**src/rtl/mult_div_seq.sv**
```systemverilog
// -----------------------------------------------------------------------------
// mult_div_seq
// Iterative signed MULT/DIV sequencer that owns the HI/LO register pair of the
// multicycle MIPS core. The control FSM pulses start with the operation and
// operands, waits for the one-cycle done pulse, then reads hi/lo.
//
// Optional feature macro: MULT_DIV_EARLY_OUT_EN
//   defined   : MULT leaves ITER as soon as the remaining multiplier is zero.
//   undefined : fixed latency, done is high in the cycle after edge E0+WIDTH+2.
//
// Ports
//   clk    in   1      clock, rising edge
//   reset  in   1      asynchronous, active-low reset
//   start  in   1      request, sampled only in IDLE
//   md_op  in   1      0 = MULT, 1 = DIV (sampled with start)
//   op_a   in   WIDTH  multiplicand / dividend (signed)
//   op_b   in   WIDTH  multiplier / divisor (signed)
//   busy   out  1      high in every non-IDLE state
//   done   out  1      one-cycle pulse, hi/lo already hold the new result
//   div0   out  1      combinational divide-by-zero flag: md_op & (op_b == 0)
//   hi     out  WIDTH  product upper half / remainder
//   lo     out  WIDTH  product lower half / quotient
// -----------------------------------------------------------------------------
module mult_div_seq #(
    parameter int WIDTH = 32
) (
    input  logic             clk,
    input  logic             reset,
    input  logic             start,
    input  logic             md_op,
    input  logic [WIDTH-1:0] op_a,
    input  logic [WIDTH-1:0] op_b,
    output logic             busy,
    output logic             done,
    output logic             div0,
    output logic [WIDTH-1:0] hi,
    output logic [WIDTH-1:0] lo
);

    localparam int CNT_W = $clog2(WIDTH + 1);

    typedef enum logic [1:0] {
        S_IDLE = 2'd0,
        S_ITER = 2'd1,
        S_FIX  = 2'd2,
        S_DONE = 2'd3
    } state_t;

    state_t               state_q;
    logic [CNT_W-1:0]     cnt_q;
    logic                 op_q;          // latched md_op
    logic                 sign_a_q;
    logic                 sign_b_q;
    logic [2*WIDTH-1:0]   acc_q;         // MULT product accumulator
    logic [2*WIDTH-1:0]   mcand_q;       // MULT shifting multiplicand
    logic [WIDTH-1:0]     mplier_q;      // MULT shifting multiplier
    logic [WIDTH-1:0]     rem_q;         // DIV partial remainder
    logic [WIDTH-1:0]     quot_q;        // DIV dividend shifting out / quotient shifting in
    logic [WIDTH-1:0]     divisor_q;
    logic [WIDTH-1:0]     hi_q;
    logic [WIDTH-1:0]     lo_q;
    logic                 busy_q;
    logic                 done_q;

    logic [2*WIDTH-1:0]   acc_d;
    logic [WIDTH-1:0]     mplier_d;
    logic [WIDTH:0]       rem_sh_s;
    logic                 div_ge_s;
    logic [WIDTH-1:0]     rem_d;
    logic [WIDTH-1:0]     quot_d;
    logic                 last_step_s;
    logic                 early_out_s;
    logic                 neg_s;
    logic [2*WIDTH-1:0]   prod_fix_s;
    logic [WIDTH-1:0]     quot_fix_s;
    logic [WIDTH-1:0]     rem_fix_s;

    // Magnitude of a two's-complement value; |MIN| stays exact as an unsigned value.
    function automatic logic [WIDTH-1:0] abs_val(input logic [WIDTH-1:0] v);
        abs_val = v[WIDTH-1] ? ({WIDTH{1'b0}} - v) : v;
    endfunction

    assign div0 = md_op & (op_b == {WIDTH{1'b0}});
    assign busy = busy_q;
    assign done = done_q;
    assign hi   = hi_q;
    assign lo   = lo_q;

    // One shift-add / restoring-divide step plus the sign-correction values used in FIX.
    always_comb begin
        acc_d       = mplier_q[0] ? (acc_q + mcand_q) : acc_q;
        mplier_d    = {1'b0, mplier_q[WIDTH-1:1]};
        rem_sh_s    = {rem_q, quot_q[WIDTH-1]};
        div_ge_s    = (rem_sh_s >= {1'b0, divisor_q});
        // The shifted remainder is below 2*divisor, so the difference fits in WIDTH bits.
        rem_d       = div_ge_s ? (rem_sh_s[WIDTH-1:0] - divisor_q) : rem_sh_s[WIDTH-1:0];
        quot_d      = {quot_q[WIDTH-2:0], div_ge_s};
        last_step_s = (cnt_q == CNT_W'(WIDTH));
`ifdef MULT_DIV_EARLY_OUT_EN
        early_out_s = ~op_q & (mplier_d == {WIDTH{1'b0}});
`else
        early_out_s = 1'b0;
`endif
        neg_s       = sign_a_q ^ sign_b_q;
        prod_fix_s  = neg_s    ? ({(2*WIDTH){1'b0}} - acc_q) : acc_q;
        quot_fix_s  = neg_s    ? ({WIDTH{1'b0}} - quot_q)    : quot_q;
        rem_fix_s   = sign_a_q ? ({WIDTH{1'b0}} - rem_q)     : rem_q;
    end

    // Sequencer FSM with all working registers and registered busy/done/hi/lo.
    always_ff @(posedge clk or negedge reset) begin
        if (!reset) begin
            state_q   <= S_IDLE;
            cnt_q     <= {CNT_W{1'b0}};
            op_q      <= 1'b0;
            sign_a_q  <= 1'b0;
            sign_b_q  <= 1'b0;
            acc_q     <= {(2*WIDTH){1'b0}};
            mcand_q   <= {(2*WIDTH){1'b0}};
            mplier_q  <= {WIDTH{1'b0}};
            rem_q     <= {WIDTH{1'b0}};
            quot_q    <= {WIDTH{1'b0}};
            divisor_q <= {WIDTH{1'b0}};
            hi_q      <= {WIDTH{1'b0}};
            lo_q      <= {WIDTH{1'b0}};
            busy_q    <= 1'b0;
            done_q    <= 1'b0;
        end else begin
            case (state_q)
                S_IDLE: begin
                    done_q <= 1'b0;
                    if (start && !div0) begin
                        state_q   <= S_ITER;
                        busy_q    <= 1'b1;
                        cnt_q     <= {CNT_W{1'b0}};
                        op_q      <= md_op;
                        sign_a_q  <= op_a[WIDTH-1];
                        sign_b_q  <= op_b[WIDTH-1];
                        acc_q     <= {(2*WIDTH){1'b0}};
                        mcand_q   <= {{WIDTH{1'b0}}, abs_val(op_a)};
                        mplier_q  <= abs_val(op_b);
                        rem_q     <= {WIDTH{1'b0}};
                        quot_q    <= abs_val(op_a);
                        divisor_q <= abs_val(op_b);
                    end else begin
                        state_q <= S_IDLE;
                    end
                end
                S_ITER: begin
                    cnt_q <= cnt_q + {{(CNT_W-1){1'b0}}, 1'b1};
                    // cnt == 0 is an alignment cycle; steps run for cnt = 1..WIDTH,
                    // which puts done WIDTH+2 edges after the accepting edge.
                    if (cnt_q != {CNT_W{1'b0}}) begin
                        if (!op_q) begin
                            acc_q    <= acc_d;
                            mcand_q  <= {mcand_q[2*WIDTH-2:0], 1'b0};
                            mplier_q <= mplier_d;
                        end else begin
                            rem_q  <= rem_d;
                            quot_q <= quot_d;
                        end
                        if (last_step_s || early_out_s) begin
                            state_q <= S_FIX;
                        end else begin
                            state_q <= S_ITER;
                        end
                    end else begin
                        state_q <= S_ITER;
                    end
                end
                S_FIX: begin
                    // Sign-corrected result lands in hi/lo on the edge entering DONE.
                    if (!op_q) begin
                        hi_q <= prod_fix_s[2*WIDTH-1:WIDTH];
                        lo_q <= prod_fix_s[WIDTH-1:0];
                    end else begin
                        hi_q <= rem_fix_s;
                        lo_q <= quot_fix_s;
                    end
                    done_q  <= 1'b1;
                    state_q <= S_DONE;
                end
                S_DONE: begin
                    done_q  <= 1'b0;
                    busy_q  <= 1'b0;
                    state_q <= S_IDLE;
                end
                default: begin
                    state_q <= S_IDLE;
                    busy_q  <= 1'b0;
                    done_q  <= 1'b0;
                end
            endcase
        end
    end

endmodule

```
**config.mk**
```make
export PLATFORM = sky130hd
export DESIGN_NAME = mult_div_seq
export DESIGN_NICKNAME = d
export VERILOG_FILES = /design/src/rtl/mult_div_seq.sv
export SDC_FILE = /design/constraint.sdc
export NUM_CORES = 1
export LEC_CHECK = 0
export ABC_AREA = 1
export CAP_MARGIN = 5
export CORE_UTILIZATION = 39
export CTS_CLUSTER_DIAMETER = 120
export DETAILED_ROUTE_END_ITERATION = 12
export MAX_ROUTING_LAYER = met4
export SYNTH_ARGS = -nofsm -noshare
export SYNTH_HDL_FRONTEND = slang
export SYNTH_SLANG_ARGS = --single-unit
export TNS_END_PERCENT = 10
```
**constraint.sdc**
```tcl
create_clock -name clk -period 2.62 [get_ports clk]
set_clock_uncertainty 0.1 [all_clocks]
set_input_delay 0.655 -clock clk [delete_from_list [all_inputs] [get_ports clk]]
set_output_delay 0.655 -clock clk [all_outputs]
set_load 0.01 [all_outputs]
```
After elaboration in Yosys (flattened, before gate mapping)
Cells that the tools add are included.
- register bits after elaboration: 333
- input port bits: 68
- output and inout bits: 67
- $add $sub $neg: 8
- eq/ne operators: 9
- muxes and demuxes: 38
- bitwise logic cells: 2
- order comparisons: 1
- reduce and logical (&&, ||, !) cells: 15
- operator list (cell ; number):
    $mux 32 ; 16
    $mux 64 ; 8
    $pmux 64 s2 ; 2
    $pmux 32 s2 ; 3
    $sub 1x32->32 const A ; 4
    $add 64x64->64 ; 1
    $sub 1x64->64 const A ; 1
    $ge 33x32->1 ; 1
    $logic_not 32->1 ; 1
    $sub 32x32->32 ; 1
    $pmux 6 s2 ; 1
    $ne 2x2->1 const B ; 5
    $pmux 2 s4 ; 1
    $reduce_and 4->1 ; 2
    $add 6x1->6 const B ; 1
    $eq 6x6->1 const B ; 1
    $mux 6 ; 1
    $reduce_and 2->1 ; 3
    $reduce_bool 2->1 ; 3
    $reduce_bool 6->1 ; 1
    $reduce_and 5->1 ; 1
    $eq 2x2->1 const B ; 2
    $mux 2 ; 2
    $pmux 1 s2 ; 2
    other kinds (8) ; 9

Depth between registers and ports, before layout
- word-level depth: 6
- mapped depth: 17
- mapped depth without buffers: 17

Worst setup path before layout
No wires, ideal clock.
- path type: input-to-output
- start point: input op_b[0]
- end point: output div0
- arrival time: 1.739 ns
- stages: 6
- setup slack: 0.126 ns
- path buffers: 0
- data required time: 1.865 ns
- cell sequence: inv_1 -> ha_1 -> nand4_1 -> nor2_1 -> nand4_1 -> nor3_1
- word-level cells in the longest chain between the ends: 2
- RTL lines (item ; RTL line ; RTL):
    from (decl) ; 32 ; input logic [WIDTH-1:0] op_b,
    $logic_not 32->1 ; 83 ; assign div0 = md_op & (op_b == {WIDTH{1'b0}});
    $and 1x1->1 ; 83 ;
    to (decl) ; 35 ; output logic div0,
No other way between the ends.

Worst setup path after layout
- start point: input op_b[22]
- end point: output div0
The elaborated chain is that of the path after synthesis.

==> reports/results.ini <==
[status]
outcome=finished, final reports clean

[setup_path]
r2r.worst_path.cells=14
startpoint_type=primary input
crit_path_max_fanout=2
critPathArrivalTime_ns=1.81
worstReg2RegEnd=acc_q[63]
reg2reg_slack_ns=0.10
r2r_start=acc_q[8]
worstSetupStartpoint=op_b[22]
required_ns=1.87
crit_type=primary input to output pin
endpoint_kind=output pin

[grt]
grt_pass1_vias=29200
grt_start_max_net_pins=74
grt_pass1_wl_um=170000
antenna_found_initial=0
grt-ovfl-total=0
track_usage_pct=30.5

[timing]
clock.fmax_ghz=0.389
slew_headroom_pct=40.7
hold_viol=0
min_period_ns=2.57
worst_slack_ns=0.0508
finalCritPeriodShare_pct=98.1
worst_slew_pin_slew_ns=0.889
finalMaxSlewViolations=0
rsz0062_at_grt=true
setup_viol=0

[synth]
seq_area_frac_synth_pct=29.5
synthFlopType=dfrtp_1
synthCells=4716
yosysWarnings=0
yosysUniqueCellTypes=43
synth_edf_count=0
postSynthAreaPerCell_um2=6.00
async_flop_share_pct=100
synth_seq_cells=333
syn_nets=4893
netlist_area_mm2=0.0283

[floorplanning]
die-area_mm2=0.0736
start_util_pct=39.5
die_width_um=271
die_height_um=271
io_pins=135
coreArea_mm2=0.0716
rows=98

[hold_path]
hp-start=done
hold_class=register to register
min_to=done
min_path_cells=2

[layout]
antenna_cells=0
layout-drive-gt1-share_pct=10.8
final_core_util_pct=48.9
fin_area_mm2=0.0350
nets=5305
syn2layout_area_growth_pct=23.8

[placement]
place.gp.congestion=1.00
post-dp-hpwl_um=88700
place_area_mm2=0.0330
numPortBuffers=134
dp_slack_ns=-0.771

[power]
p_per_area_mw_per_mm2=1340
p_leak_nw=18.7
peakVddDrop_mv=0.837

[detailed_routing]
routed_wl_um=111000
ant_nets=0
num_vias=31500
drc=0
wl_per_cell_um=18.1
drtIter0Drc=3244
drtPass1Iterations=7
post_drt_via_cell_ratio=5.16

[clocking]
clockRootBuffer=clkbuf_16
clkTransAtPathRegs_ns=0.05
cts.sink_count=333
htreeDepth=2
cts_tree=yes
numCtsBuffers=43
clock_path_buffers=3
clk_latency_ns=0.60

[flow_run]
max_cap_viol_count=0

## power by group
| part | leakage, nW | total, mW | switching (mW) | internal, mW |
|---|---|---|---|---|
| Combinational | 13.8 | 31.3 | 20.1 | 11.2 |
| Sequential | 4.20 | 9.27 | 2.01 | 7.26 |
| Clock | 0.720 | 6.23 | 2.58 | 3.65 |
| Total | 18.7 | 46.8 | 24.7 | 22.1 |
## layout make-up
| class | count | area (um^2) |
|---|---|---|
| Clock buffer | 52 | 1190 |
| Multi-Input combinational cell | 3556 | 17000 |
| Timing Repair Buffer | 499 | 4450 |
| Sequential cell | 333 | 8340 |
| Tap cell | 950 | 1190 |
| Inverter | 695 | 2610 |
| Fill cell | 7602 | 36600 |
| Clock inverter | 27 | 274 |
## how the worst max path moves through the flow
stage | to
after floorplan | div0
after global placement | acc_q[1]
after detailed placement | acc_q[1]
after CTS | div0
after global routing | acc_q[63]
final | div0
## what timing repair did
item	in CTS	in global routing
hold endpoints to repair	34	0
resized for setup	25	92
pin swaps	11	23
hold buffers	1	0
endpoints found under the setup margin	85	237
buffers inserted	30	7
cloned	0	0
## stage by stage
step	total power, mW	setup TNS (ns)	cells	hold slack (ns)
after floorplan	28.1	0	4716	0.259
after global placement	39.4	-140.87	5997	0.359
after detailed placement	39.6	-152.86	5997	0.366
after CTS	46.1	-0.0847	6107	0.384
after global routing	50.6	-0.106	6112	0.397
final	46.8	0	6112	0.378
## state kept, by name, summed over array words and instances, names as in the netlist, named ones only
register,cells
mcand_q,64
op_q,1
done,1
sign_b_q,1
sign_a_q,1
cnt_q,6
divisor_q,32
lo,32
busy,1
mplier_q,32
hi,32
state_q,1
quot_q,32
acc_q,64
rem_q,32
## cells by family (layout without fill, tap and decap cells)
kind of cell	count (synthesis)	count (layout)	synth area share, %
and+or+nand+nor	2742	2742	39.8
adders and majority gates	109	109	4.87
DFF	333	333	29.5
buffers and inverters	827	1273	11.5
AOI/OAI and AO/OA	619	619	11.7
xor gates and xnor gates	75	75	2.32
muxes	11	11	0.389
## routing by layer
metal	share of wire, %	up-vias	GRT usage, %
met5	0	-	-
met1	47	14600	43.3
met2	44	1070	46.0
li1	-	15700	-
met3	6.4	153	2.72
met4	2.7	0	8.43
## synth_stat cells, types with 15 or more instances
cell         n  area (um^2)
o22ai_1     32          200
clkbuf_1    51          191
nand3b_1    47          353
a21oi_1    210         1050
xnor2_1     48          420
buf_2       47          235
ha_1       107         1340
buf_1       15         56.3
o21ai_0    251         1260
nand3_1    400         2000
dfrtp_1    333         8330
xor2_1      27          236
nand2_1   1660         6230
nor2_1     534         2000
inv_1      684         2570
o211ai_1    15          113
nand4_1     38          238
nor3_1      26          130
o21ai_1     53          265
a31oi_1     32          200
## critical path, stage by stage
cell	delay, ns
clkdlybuf4s50_1	0.46
nor2_2	0.13
nand3_1	0.10
inv_1	0.07
nand4_1	0.13
nor3_2	0.12
buf_2	0.15
## cells in the final DEF (no fill, tap or decap), types with 7 or more instances in the layout
| master | synthesis | final |
|---|---|---|
| clkbuf_16 | 0 | 44 |
| o21bai_1 | 10 | 10 |
| ha_1 | 107 | 96 |
| nand3_1 | 400 | 394 |
| clkdlybuf4s50_1 | 0 | 109 |
| a21oi_1 | 210 | 210 |
| o21ai_0 | 251 | 247 |
| dlymetal6s2s_1 | 0 | 15 |
| inv_1 | 684 | 676 |
| or2_2 | 7 | 7 |
| buf_4 | 11 | 332 |
| nor2_4 | 5 | 8 |
| buf_12 | 0 | 26 |
| nand3_2 | 2 | 8 |
| xnor2_1 | 48 | 47 |
| clkinv_2 | 0 | 13 |
| nor2_1 | 534 | 516 |
| xor2_1 | 27 | 25 |
| nand2_2 | 4 | 17 |
| nor3_1 | 26 | 25 |
| nor2_2 | 8 | 23 |
| ha_4 | 0 | 8 |
| o21a_1 | 7 | 7 |
| nand3b_1 | 47 | 47 |
| o211ai_1 | 15 | 15 |
| nand4_1 | 38 | 38 |
| inv_2 | 11 | 19 |
| nand2_1 | 1660 | 1645 |
| a31oi_1 | 32 | 32 |
| o22ai_1 | 32 | 32 |
| dfrtp_1 | 333 | 330 |
| mux2i_1 | 11 | 11 |
| o21ai_1 | 53 | 56 |
No activity file was read; power rests on OpenSTA's default activity.
